## config.mk

```make
export PLATFORM = sky130hd
export DESIGN_NAME = div_iter_unit
export DESIGN_NICKNAME = d
export VERILOG_FILES = /design/src/rtl/div_iter_unit.sv
export SDC_FILE = /design/constraint.sdc
export NUM_CORES = 1
export LEC_CHECK = 0
export CORE_UTILIZATION = 59
export DETAILED_ROUTE_END_ITERATION = 8
export PLACE_DENSITY = 0.82
export SETUP_SLACK_MARGIN = 0.15
export SKIP_CTS_REPAIR_TIMING = 1
export SLEW_MARGIN = 30
export SYNTH_ARGS = -nofsm -noshare
export SYNTH_HDL_FRONTEND = slang
export SYNTH_SLANG_ARGS = --single-unit
```

## constraint.sdc

```tcl
create_clock -name clk -period 7.9 [get_ports clk]
set_clock_uncertainty 0.1 [all_clocks]
set_input_delay 0.79 -clock clk [delete_from_list [all_inputs] [get_ports clk]]
set_output_delay 0.79 -clock clk [all_outputs]
set_load 0.01 [all_outputs]
```

## src/rtl/div_iter_unit.sv

```systemverilog
// Iterative radix-2 restoring divider for DIV/DIVU in EX.
// Produces {remainder, quotient}; holds the pipeline through div_stall while iterating.
module div_iter_unit #(
   parameter int WIDTH = 32
) (
   input  logic               clk,
   input  logic               rst,
   input  logic               flush,
   input  logic [WIDTH-1:0]   a,
   input  logic [WIDTH-1:0]   b,
   input  logic               valid,
   input  logic               sign,
   output logic               div_stall,
   output logic [2*WIDTH-1:0] result
);

   localparam int CNT_W = $clog2(WIDTH);
   localparam logic [CNT_W-1:0] LAST = CNT_W'(WIDTH - 1);

   typedef enum logic [1:0] {IDLE, BUSY, DONE} state_t;

   state_t           state;
   state_t           state_next;
   logic [CNT_W-1:0] counter;
   logic [WIDTH-1:0] rem_q;
   logic [WIDTH-1:0] quo_q;
   logic [WIDTH-1:0] divisor_q;
   logic [WIDTH-1:0] dividend_raw;
   logic             quo_neg;
   logic             rem_neg;
   logic             b_zero;

   logic             start;
   logic [WIDTH:0]   shifted;
   logic [WIDTH:0]   trial;
   logic             borrow;
   logic [WIDTH-1:0] rem_next;
   logic [WIDTH-1:0] quo_next;
   logic [WIDTH-1:0] rem_fix;
   logic [WIDTH-1:0] quo_fix;

   assign start = (state == IDLE) && valid && !flush;

   always_ff @(posedge clk or posedge rst) begin
      if (rst) begin
         state <= IDLE;
      end else begin
         state <= state_next;
      end
   end

   always_comb begin
      state_next = state;
      div_stall  = 1'b0;
      case (state)
         IDLE: begin
            if (valid && !flush) begin
               state_next = BUSY;
               div_stall  = 1'b1;
            end
         end
         BUSY: begin
            div_stall = 1'b1;
            if (flush) begin
               state_next = IDLE;
            end else if (counter == LAST) begin
               state_next = DONE;
            end
         end
         DONE: begin
            if (flush || valid) begin
               state_next = IDLE;
            end
         end
         default: state_next = IDLE;
      endcase
   end

   // One restoring step: the partial remainder needs one extra bit so the borrow is visible.
   always_comb begin
      shifted  = {rem_q, quo_q[WIDTH-1]};
      trial    = shifted - {1'b0, divisor_q};
      borrow   = trial[WIDTH];
      rem_next = borrow ? shifted[WIDTH-1:0] : trial[WIDTH-1:0];
      quo_next = {quo_q[WIDTH-2:0], ~borrow};
      quo_fix  = quo_neg ? (~quo_next + 1'b1) : quo_next;
      rem_fix  = rem_neg ? (~rem_next + 1'b1) : rem_next;
   end

   always_ff @(posedge clk or posedge rst) begin
      if (rst) begin
         counter      <= '0;
         rem_q        <= '0;
         quo_q        <= '0;
         divisor_q    <= '0;
         dividend_raw <= '0;
         quo_neg      <= 1'b0;
         rem_neg      <= 1'b0;
         b_zero       <= 1'b0;
         result       <= '0;
      end else if (start) begin
         counter      <= '0;
         rem_q        <= '0;
         quo_q        <= (sign && a[WIDTH-1]) ? (~a + 1'b1) : a;
         divisor_q    <= (sign && b[WIDTH-1]) ? (~b + 1'b1) : b;
         dividend_raw <= a;
         quo_neg      <= (a[WIDTH-1] ^ b[WIDTH-1]) && sign;
         rem_neg      <= a[WIDTH-1] && sign;
         b_zero       <= (b == '0);
      end else if ((state == BUSY) && !flush) begin
         rem_q   <= rem_next;
         quo_q   <= quo_next;
         counter <= counter + 1'b1;
         // Divide by zero bypasses the sign fixup and returns the raw dividend.
         if (counter == LAST) begin
            result <= b_zero ? {dividend_raw, {WIDTH{1'b1}}} : {rem_fix, quo_fix};
         end
      end
   end

endmodule

```

==> qor.csv, run 1 <==
stage,metric,value,unit
outcome,outcome,completed,
cts,h-tree-depth,1,
synthesis,synth.distinct_cells,85,
finish,drive_gt1_share,4.16,%
synthesis,ys_warn_count,0,
synthesis,syn_avg_cell_area,8.12,sq um
synthesis,synth.area.top_cells,"dfrtp_1, nand2_1, o21ai_0",
place,place_ws,1750,ps
synthesis,synth_nets,1774,
detailed_routing,first_pass_iters,6,
cts,clock_latency,530,ps
sta,finalMaxSlewViolations,0,
global_route,grtUsageTotal,34.3,%
cts,cts.reportedPaths.clkPinSlew,60,ps
synthesis,synth_edf_count,0,
sta,fin_crit_sh,80.2,%
global_route,first_global_vias,12100,
floorplanning,row_count,55,
global_route,gr-total-overflow,0,
sta,finalWorstSetupSlack,1560,ps
place,port_buffers,133,
cts,cts.sinks,202,
synthesis,synth-main-ff-cell,dfrtp_1,
floorplanning,core_area,0.0226,sq mm
synthesis,async_flop_share,100,%
sta,setup_tns,0,ps
synthesis,synth_area,0.0135,sq mm
critical_path,cp-end-kind,register,
cts,cts_buffers,24,
sta,fmax,158,MHz
sta,period_needed,6340,ps
synthesis,synthCells,1666,
floorplanning,io_pins,134,
sta,rsz0062_at_grt,no,
critical_path,critPathKind,reg2reg,
place,dp_hpwl,28900,microns
detailed_routing,wl_per_cell,19.6,microns
critical_path,startpoint_type,register,
power_and_ir_drop,ir_worst_vdd,0.238,mV
sta,maxSlewHeadroom,34.0,%
global_route,grt_pass1_wl,64900,microns
detailed_routing,wl,39900,microns
global_route,grt_max_degree,134,
min_path,holdCritPathClass,reg2reg,
sta,hold_violations,0,
finish,syn2layout_area_growth,16.0,%
job,cap_violations,0,
synthesis,yosysSeqAreaShare,37.4,%
detailed_routing,drtIter0Drc,1332,
detailed_routing,drc,0,
floorplanning,die_h,153,microns
sta,setup_viol,0,
floorplanning,start_util,59.9,%
floorplanning,dieArea,0.0235,sq mm
synthesis,yosys_register_bits,202,
global_route,antenna_found_initial,1,
cts,cts_tree,built,
cts,clockBufferDepth,3,
synthesis,synth_top_area_share,37.4,%
synthesis,post-synth-top-count-cell,nand2_1,
floorplanning,die_width,153,microns
sta,worstMarginPinSlew,987,ps
critical_path,arrival,6630,ps
power_and_ir_drop,p_leak,6.66,nW
critical_path,path_max_fanout,43,
critical_path,cp.required,8190,ps
synthesis,yosysTopAreaCell,dfrtp_1,
cts,cts-root-buf,clkbuf_16,
place,place.gp.congestion,0.876,
detailed_routing,postRouteAntennaNets,0,
detailed_routing,num_vias,13000,
synthesis,synth_commonest_cells,"nand2_1, dfrtp_1, o21ai_0",
power_and_ir_drop,p_per_area,365,mW/mm^2
finish,final_nets,1849,
detailed_routing,viasPerCell,6.36,
[cells in the final DEF (no fill, tap or decap), types with 18 or more instances in the layout]
master	count
nand2_1	321
dfrtp_1	199
o21ai_0	162
nor2_1	133
clkdlybuf4s50_1	133
a21oi_1	99
xor2_1	79
inv_1	56
xnor2_1	55
a31oi_1	40
ha_1	38
mux2i_1	37
o31ai_1	31
nand3_1	28
clkbuf_16	24
nor3_1	23
or3_1	19
nand4_1	19
a211oi_1	18
[logic make-up after synthesis]
logic type	share of synthesized area, %
AND/OR/NAND/NOR	21.9
AO/OA/AOI/OAI	21.1
multiplexers	2.93
adder cells (fa/ha/maj)	3.66
buffers and inverters	4.39
flip-flops	37.4
XOR/XNOR	8.68
[report_power, final]
group / total (mW) / switching, mW / internal, mW
sequential: 1.45 / 0.236 / 1.22
combinational: 3.20 / 2.03 / 1.16
clock: 1.07 / 0.427 / 0.646
[routing by layer]
metal	GRT usage [%]	vias up	part of all wire (%)
met5	0	-	0
met4	9.81	0	2.6
met3	5.44	85	9.0
met2	52.7	659	45
met1	49.9	6207	44
li1	-	6019	-
[sequential cells by signal, summed over array words and instances (netlist names)]
signal        flops
quo_neg           1
result           64
counter           5
quo_q            32
divisor_q        32
b_zero            1
rem_q            32
state             2
dividend_raw     32
rem_neg           1
[area by class of cell]
cell class,count,area (sq um)
multi-input cells,1315,7900
clock inverters,5,86.3
diodes,1,2.50
inverters,58,230
fillers,1866,6880
well taps,285,357
clock buffers,33,664
flip-flops and latches,202,5060
repair buffers,140,1390
[critical path, cell delays in order (launching register included)]
cell and delay [ps]:
dfrtp_1 400, inv_1 90, ha_1 190, inv_1 60, fa_1 420, a21o_1 190, a221o_1 360, a21oi_4 270
a2111oi_4 130, o31ai_4 750, nand2_4 570, inv_2 640, ha_1 270, nand2_1 70, or3_1 360, nor2_1 340
nand2_1 230, o41ai_1 420, xor2_1 200, a21oi_1 80
[final timing paths]
check,slack [ps],depth (start not counted),startpoint,endpoint
min in group asynchronous,680,2,rst,result[29]$_DFFE_PP0P_
max,1560,19,quo_q[31]$_DFFE_PP0P_,result[16]$_DFFE_PP0P_
max in group asynchronous,5850,3,rst,b_zero$_DFFE_PP0P_
max reg2reg,1560,19,quo_q[31]$_DFFE_PP0P_,result[16]$_DFFE_PP0P_
min,370,2,result[31]$_DFFE_PP0P_,result[31]$_DFFE_PP0P_
min reg2reg,370,2,result[31]$_DFFE_PP0P_,result[31]$_DFFE_PP0P_
[metrics by stage]
step	power [mW]	hold slack [ps]	instance area (sq um)	instances	utilization [%]
finish	5.72	370	15700	2039	69.5
global route	6.09	381	15700	2038	69.5
CTS	5.64	375	15700	2038	69.5
detailed placement	4.55	362	14900	2000	66.1
global placement	4.49	353	14900	2000	66.1
floorplan	3.77	337	13500	1666	-
Note: power is estimated with default switching activity, not from simulation.
==> inputs of run 2 (changes only) <==
--- a/config.mk
+++ b/config.mk
@@ -5,9 +5,9 @@
 export SDC_FILE = /design/constraint.sdc
 export NUM_CORES = 1
 export LEC_CHECK = 0
-export CORE_UTILIZATION = 59
+export CORE_UTILIZATION = 53
 export DETAILED_ROUTE_END_ITERATION = 8
-export PLACE_DENSITY = 0.82
+export PLACE_DENSITY = 0.78
 export SETUP_SLACK_MARGIN = 0.15
 export SKIP_CTS_REPAIR_TIMING = 1
 export SLEW_MARGIN = 30
==> constraint.sdc (replaced) <==
create_clock -name clk -period 5.39 [get_ports clk]
set_clock_uncertainty 0.1 [all_clocks]
set_input_delay 0.539 -clock clk [delete_from_list [all_inputs] [get_ports clk]]
set_output_delay 0.539 -clock clk [all_outputs]
set_load 0.01 [all_outputs]
==> run 2 against run 1 <==
Non-clock buffer count grew 14; clock power is 51% higher; critical path depth unchanged; first-iteration DRC count decreased by 6.2%; count of clock-buffer cells in the layout fell by 4; routed wire length grew 1.7%; sequential cell count did not move; via count fell by 0.81%; worst hold slack worse by 160 ps.
==> qor.csv, run 2 (synthesis results as in run 1) <==
stage,metric,value,unit,change
sta,finalWorstSetupSlack,462,ps,was 1560 ps
critical_path,timing.rr.end,result[16]$_DFFE_PP0P_,,unchanged
floorplanning,start_util,53.9,%,was 59.9%
detailed_routing,viasPerCell,6.13,,was 6.36
detailed_routing,drc,0,,unchanged
cts,cts_buffers,23,,was 24
finish,fin_cells,2100,,was 2039
cts,clockBufferDepth,3,,unchanged
critical_path,startpoint_type,register,,unchanged
power_and_ir_drop,combPwrFrac,56.5,%,was 55.9%
finish,top_register,result,,unchanged
critical_path,cp-end-kind,register,,unchanged
finish,layout_commonest_cell,nand2_1,,unchanged
detailed_routing,wl,40600,microns,was 39900 microns
cts,cts_tree,built,,unchanged
finish,final_cell_mix,"nand2_1, dfrtp_1, o21ai_0, nor2_1, clkdlybuf4s50_1",,unchanged
power_and_ir_drop,switching_share,47.3,%,was 47.1%
floorplanning,die_h,162,microns,was 153 microns
critical_path,critPathKind,reg2reg,,unchanged
finish,postLayoutCoreUtil,63.4,%,was 69.5%
sta,rsz0062_at_grt,no,,unchanged
detailed_routing,num_vias,12900,,was 13000
finish,syn2layout_area_growth,17.8,%,was 16.0%
place,port_buffers,133,,unchanged
finish,antenna_cells,0,,was 1
global_route,grt_pass1_wl,64500,microns,was 64900 microns
global_route,gr-total-overflow,0,,unchanged
detailed_routing,postRouteAntennaNets,0,,unchanged
global_route,antenna_found_initial,1,,unchanged
power_and_ir_drop,p_leak,6.76,nW,was 6.66 nW
critical_path,path_max_fanout,6,,was 43
min_path,holdCritPathClass,in2async,,was reg2reg
sta,fmax,203,MHz,was 158 MHz
power_and_ir_drop,p_switching,4.07,mW,was 2.70 mW
sta,setup_tns,0,ps,unchanged
global_route,first_global_vias,11900,,was 12100
cts,cts-root-buf,clkbuf_16,,unchanged
critical_path,r2r_start,quo_q[31]$_DFFE_PP0P_,,unchanged
finish,drive_gt1_share,5.54,%,was 4.16%
power_and_ir_drop,clkPwrFrac,18.8,%,about the same
sta,period_needed,4930,ps,was 6340 ps
power_and_ir_drop,p_int,4.53,mW,was 3.03 mW
cts,clock_latency,530,ps,about the same
detailed_routing,wl_per_cell,19.3,microns,was 19.6 microns
sta,hold_violations,0,,unchanged
cts,h-tree-depth,1,,unchanged
floorplanning,io_pins,134,,unchanged
power_and_ir_drop,ir_worst_vdd,0.321,mV,was 0.238 mV
detailed_routing,wl_met1,17900,microns,was 17500 microns
sta,finalMaxSlewViolations,0,,unchanged
power_and_ir_drop,power_frac_seq,24.6,%,was 25.4%
place,dp_hpwl,29700,microns,was 28900 microns
place,dp.cells,2056,,was 2000
detailed_routing,first_pass_iters,6,,unchanged
power_and_ir_drop,total_power,8.60,mW,was 5.72 mW
cts,cts.sinks,202,,unchanged
sta,maxSlewHeadroom,37.9,%,was 34.0%
job,cap_violations,0,,unchanged
finish,final_nets,1862,,was 1849
critical_path,regToRegSetupSlack,460,ps,was 1560 ps
critical_path,arrival,5240,ps,was 6630 ps
finish,largest_reg_flops,64,,unchanged
detailed_routing,dr_wl_met2,17900,microns,was 17800 microns
critical_path,cp.required,5700,ps,was 8190 ps
power_and_ir_drop,p_per_area,540,mW/mm^2,was 365 mW/mm^2
detailed_routing,drtIter0Drc,1250,,was 1332
global_route,grtUsageTotal,31.1,%,was 34.3%
place,place_ws,374,ps,was 1750 ps
sta,setup_viol,0,,unchanged
detailed_routing,top_layer_used,met4,,unchanged
floorplanning,dieArea,0.0262,sq mm,was 0.0235 sq mm
floorplanning,row_count,58,,was 55
global_route,grt_max_degree,119,,was 134
sta,worstMarginPinSlew,930,ps,was 987 ps
place,place.gp.congestion,0.910,,was 0.876
floorplanning,die_width,162,microns,was 153 microns
floorplanning,core_area,0.0251,sq mm,was 0.0226 sq mm
sta,fin_crit_sh,91.4,%,was 80.2%
cts,cts.reportedPaths.clkPinSlew,60,ps,about the same
detailed_routing,route.met3.wl,3590,microns,was 3580 microns
outcome,outcome,completed,,unchanged
critical_path,ff2ff_path_depth,19,,unchanged
## run 2: power by group through the flow
stage,sequential [mW],combinational [mW],clock [mW]
after floorplan,2.01,3.51,0
after global placement,2.11,4.60,0
after detailed placement,2.12,4.65,0
after CTS,2.10,4.70,1.64
after global routing,2.15,5.31,1.69
final,2.12,4.86,1.62
## run 2: routing by layer
layer	GRT usage [%]	vias to the layer above
li1	-	6062
met1	44.1	6169
met2	47.4	551
met3	6.51	83
met4	9.82	0
met5	0	-
## run 2: critical path, cell delays in order, from the launching register on
cell and delay [ps]:
dfrtp_1 410, inv_1 90, ha_1 180, inv_1 70, fa_1 430, a21o_1 200
a221o_1 370, a21oi_4 300, a2111oi_4 140, o31ai_4 320, nand2_4 150, inv_2 120
ha_1 170, nand2_1 60, or3_1 370, nor2_1 370, nand2_1 230, o41ai_1 460
xor2_1 200, a21oi_1 80
## run 2: worst max-delay path by stage
stage	startpoint	end	slack [ps]	cells after the start
finish	quo_q[31]$_DFFE_PP0P_	result[16]$_DFFE_PP0P_	460	19
global route	quo_q[31]$_DFFE_PP0P_	result[62]$_DFFE_PP0P_	140	20
CTS	quo_q[31]$_DFFE_PP0P_	result[62]$_DFFE_PP0P_	380	20
detailed placement	quo_q[31]$_DFFE_PP0P_	result[62]$_DFFE_PP0P_	370	20
global placement	quo_q[31]$_DFFE_PP0P_	result[62]$_DFFE_PP0P_	510	20
floorplan	quo_q[31]$_DFFE_PP0P_	result[62]$_DFFE_PP0P_	440	22
## run 2: through the flow
step	instance area (sq um)	hold slack [ps]
5_1_grt	15900	229
6_report	15900	207
2_1_floorplan	13500	337
3_3_place_gp	15100	355
3_5_place_dp	15100	359
4_1_cts	15900	208
## run 2: area by class of cell
cell class	count	area [sq um]
clock buffers	29	648
clock inverters	12	130
flip-flops and latches	202	5060
fillers	2259	9180
multi-input cells	1315	7940
inverters	58	221
repair buffers	154	1530
well taps	330	413
==> inputs of run 3 (changes only) <==
--- a/config.mk
+++ b/config.mk
@@ -5,9 +5,8 @@
 export SDC_FILE = /design/constraint.sdc
 export NUM_CORES = 1
 export LEC_CHECK = 0
-export CORE_UTILIZATION = 53
+export CORE_UTILIZATION = 35
 export DETAILED_ROUTE_END_ITERATION = 8
-export PLACE_DENSITY = 0.78
 export SETUP_SLACK_MARGIN = 0.15
 export SKIP_CTS_REPAIR_TIMING = 1
 export SLEW_MARGIN = 30
==> run 3 against run 2 <==
Cell area up 1.7%; critical path depth up 1; sequential cell count unchanged; sequential share of layout area down 0.54 points; power up 0.56%; critical endpoint is now result[62]$_DFFE_PP0P_; largest cell class unchanged; highest routed layer unchanged.
==> qor.csv, run 3 (synthesis results as in run 1) <==
stage,metric,value,unit,change
finish,largest_reg_flops,64,,unchanged
min_path,holdCritPathClass,reg2reg,,was in2async
global_route,grtUsageTotal,22.0,%,was 31.1%
critical_path,cp.required,5740,ps,was 5700 ps
critical_path,max_stage_delay,420,ps,was 460 ps
floorplanning,row_count,71,,was 58
cts,cts_tree,built,,unchanged
finish,layout_commonest_cell,nand2_1,,unchanged
critical_path,critPathKind,reg2reg,,unchanged
power_and_ir_drop,p_per_area,534,mW/mm^2,was 540 mW/mm^2
detailed_routing,wl_per_cell,18.8,microns,was 19.3 microns
floorplanning,dieArea,0.0394,sq mm,was 0.0262 sq mm
floorplanning,start_util,35.7,%,was 53.9%
detailed_routing,drc,0,,unchanged
sta,maxSlewHeadroom,35.5,%,was 37.9%
critical_path,regToRegSetupSlack,450,ps,was 460 ps
sta,whs,377,ps,was 207 ps
sta,fin_crit_sh,91.7,%,was 91.4%
place,dp_hpwl,31800,microns,was 29700 microns
cts,cts_buffers,25,,was 23
floorplanning,die_width,199,microns,was 162 microns
cts,h-tree-depth,1,,unchanged
place,place_ws,307,ps,was 374 ps
critical_path,slowest_stage,fa_1,,was o41ai_1
detailed_routing,viasPerCell,5.49,,was 6.13
detailed_routing,wl,42900,microns,was 40600 microns
critical_path,path_max_fanout,6,,unchanged
cts,cts.reportedPaths.clkPinSlew,60,ps,about the same
outcome,outcome,completed,,unchanged
sta,setup_viol,0,,unchanged
detailed_routing,num_vias,12500,,was 12900
sta,finalWorstSetupSlack,450,ps,was 462 ps
global_route,antenna_found_initial,0,,was 1
sta,rsz0062_at_grt,no,,unchanged
critical_path,path_cells,"inv_1, ha_1, inv_1, fa_1, a21o_1, a221o_1, a21oi_4, a2111oi_4, o31ai_4, nand2_4, mux2i_2, ha_1, inv_1, nor4_2, nand3_1, a22oi_2, nand4b_1, nor4_2, mux2i_1, nor4_1",,"was inv_1, ha_1, inv_1, fa_1, a21o_1, a221o_1, a21oi_4, a2111oi_4, o31ai_4, nand2_4, inv_2, ha_1, nand2_1, or3_1, nor2_1, nand2_1, o41ai_1, xor2_1, a21oi_1"
critical_path,cp_num_buf_inv,3,,unchanged
cts,clockBufferDepth,3,,unchanged
sta,worstMarginPinSlew,960,ps,was 930 ps
critical_path,path_common_cell,inv_1,,
global_route,first_global_vias,12200,,was 11900
finish,antenna_cells,0,,unchanged
finish,top_register,result,,unchanged
floorplanning,io_pins,134,,unchanged
power_and_ir_drop,p_leak,6.79,nW,was 6.76 nW
detailed_routing,postRouteAntennaNets,0,,unchanged
finish,drive_gt1_share,5.31,%,was 5.54%
detailed_routing,drtIter0Drc,1006,,was 1250
sta,hold_violations,0,,unchanged
cts,cts.sinks,202,,unchanged
sta,setup_tns,0,ps,unchanged
sta,finalMaxSlewViolations,0,,unchanged
critical_path,critPathTopFamily,compound AO/OA/AOI/OAI gates,,unchanged
critical_path,startpoint_type,register,,unchanged
sta,fmax,202,MHz,was 203 MHz
job,cap_violations,0,,unchanged
place,port_buffers,133,,unchanged
power_and_ir_drop,ir_worst_vdd,0.299,mV,was 0.321 mV
global_route,grt_pass1_wl,68400,microns,was 64500 microns
floorplanning,die_h,199,microns,was 162 microns
detailed_routing,first_pass_iters,5,,was 6
finish,final_cell_mix,"nand2_1, dfrtp_1, o21ai_0, nor2_1, clkdlybuf4s50_1",,unchanged
place,place.gp.congestion,0.888,,was 0.910
global_route,grt_max_degree,145,,was 119
cts,cts-root-buf,clkbuf_16,,unchanged
critical_path,cp-end-kind,register,,unchanged
floorplanning,core_area,0.0378,sq mm,was 0.0251 sq mm
cts,clock_latency,550,ps,was 530 ps
finish,final_nets,1862,,unchanged
critical_path,arrival,5290,ps,was 5240 ps
global_route,gr-total-overflow,0,,unchanged
finish,syn2layout_area_growth,19.8,%,was 17.8%
sta,period_needed,4940,ps,was 4930 ps
-- run 3: cell count changes in the layout (fill, tap and decap cells not counted), sizes merged --
cell	delta
clkinvlp	-2
bufinv	+2
buf	-2
clkinv	-1
clkbuf	+4
-- run 3: report_power, final --
part / switching [mW] / internal (mW)
clock: 0.690 / 1.07
sequential: 0.326 / 1.78
combinational: 3.00 / 1.78
total: 4.01 / 4.63
-- run 3: cell type report --
class                           instances  area, sq um
Sequential cell                       202         5060
Fill cell                            3837        21600
Tap cell                              511          639
Clock inverter                         11          170
Inverter                               58          221
Multi-Input combinational cell       1315         7920
Clock buffer                           33          676
Timing Repair Buffer                  152         1520
-- run 3: metal layers --
layer	global-route usage [%]	share of wire (%)	wire, microns
met4	5.78	2.2	961
met1	31.3	47	20000
met3	2.51	4.8	2060
met2	35.3	46	19800
met5	0	0	0
-- run 3: worst reg2reg max path, cell delays in order (launching register included) --
cell,delay (ps)
dfrtp_1,400
inv_1,90
ha_1,180
inv_1,60
fa_1,420
a21o_1,200
a221o_1,370
a21oi_4,270
a2111oi_4,130
o31ai_4,310
nand2_4,150
mux2i_2,270
ha_1,230
inv_1,90
nor4_2,310
nand3_1,160
a22oi_2,240
nand4b_1,250
nor4_2,240
mux2i_1,110
nor4_1,270
-- run 3: metrics by stage --
stage	instances	instance area, sq um	utilization (%)	power [mW]
2_1_floorplan	1666	13500	-	5.53
3_3_place_gp	2235	15300	40.4	6.75
3_5_place_dp	2235	15300	40.4	6.80
4_1_cts	2279	16100	42.6	8.60
5_1_grt	2282	16200	42.8	9.28
6_report	2282	16200	42.8	8.65
-- run 3: path summary, 6_finish.rpt --
path | from | endpoint | cells after the start
setup / recovery | quo_q[31]$_DFFE_PP0P_ | result[62]$_DFFE_PP0P_ | 20
hold / removal | dividend_raw[22]$_DFFE_PP0P_ | dividend_raw[22]$_DFFE_PP0P_ | 2
setup reg to reg | quo_q[31]$_DFFE_PP0P_ | result[62]$_DFFE_PP0P_ | 20
hold reg to reg | dividend_raw[22]$_DFFE_PP0P_ | dividend_raw[22]$_DFFE_PP0P_ | 2
max in group asynchronous | rst | b_zero$_DFFE_PP0P_ | 3
min in group asynchronous | rst | result[30]$_DFFE_PP0P_ | 3
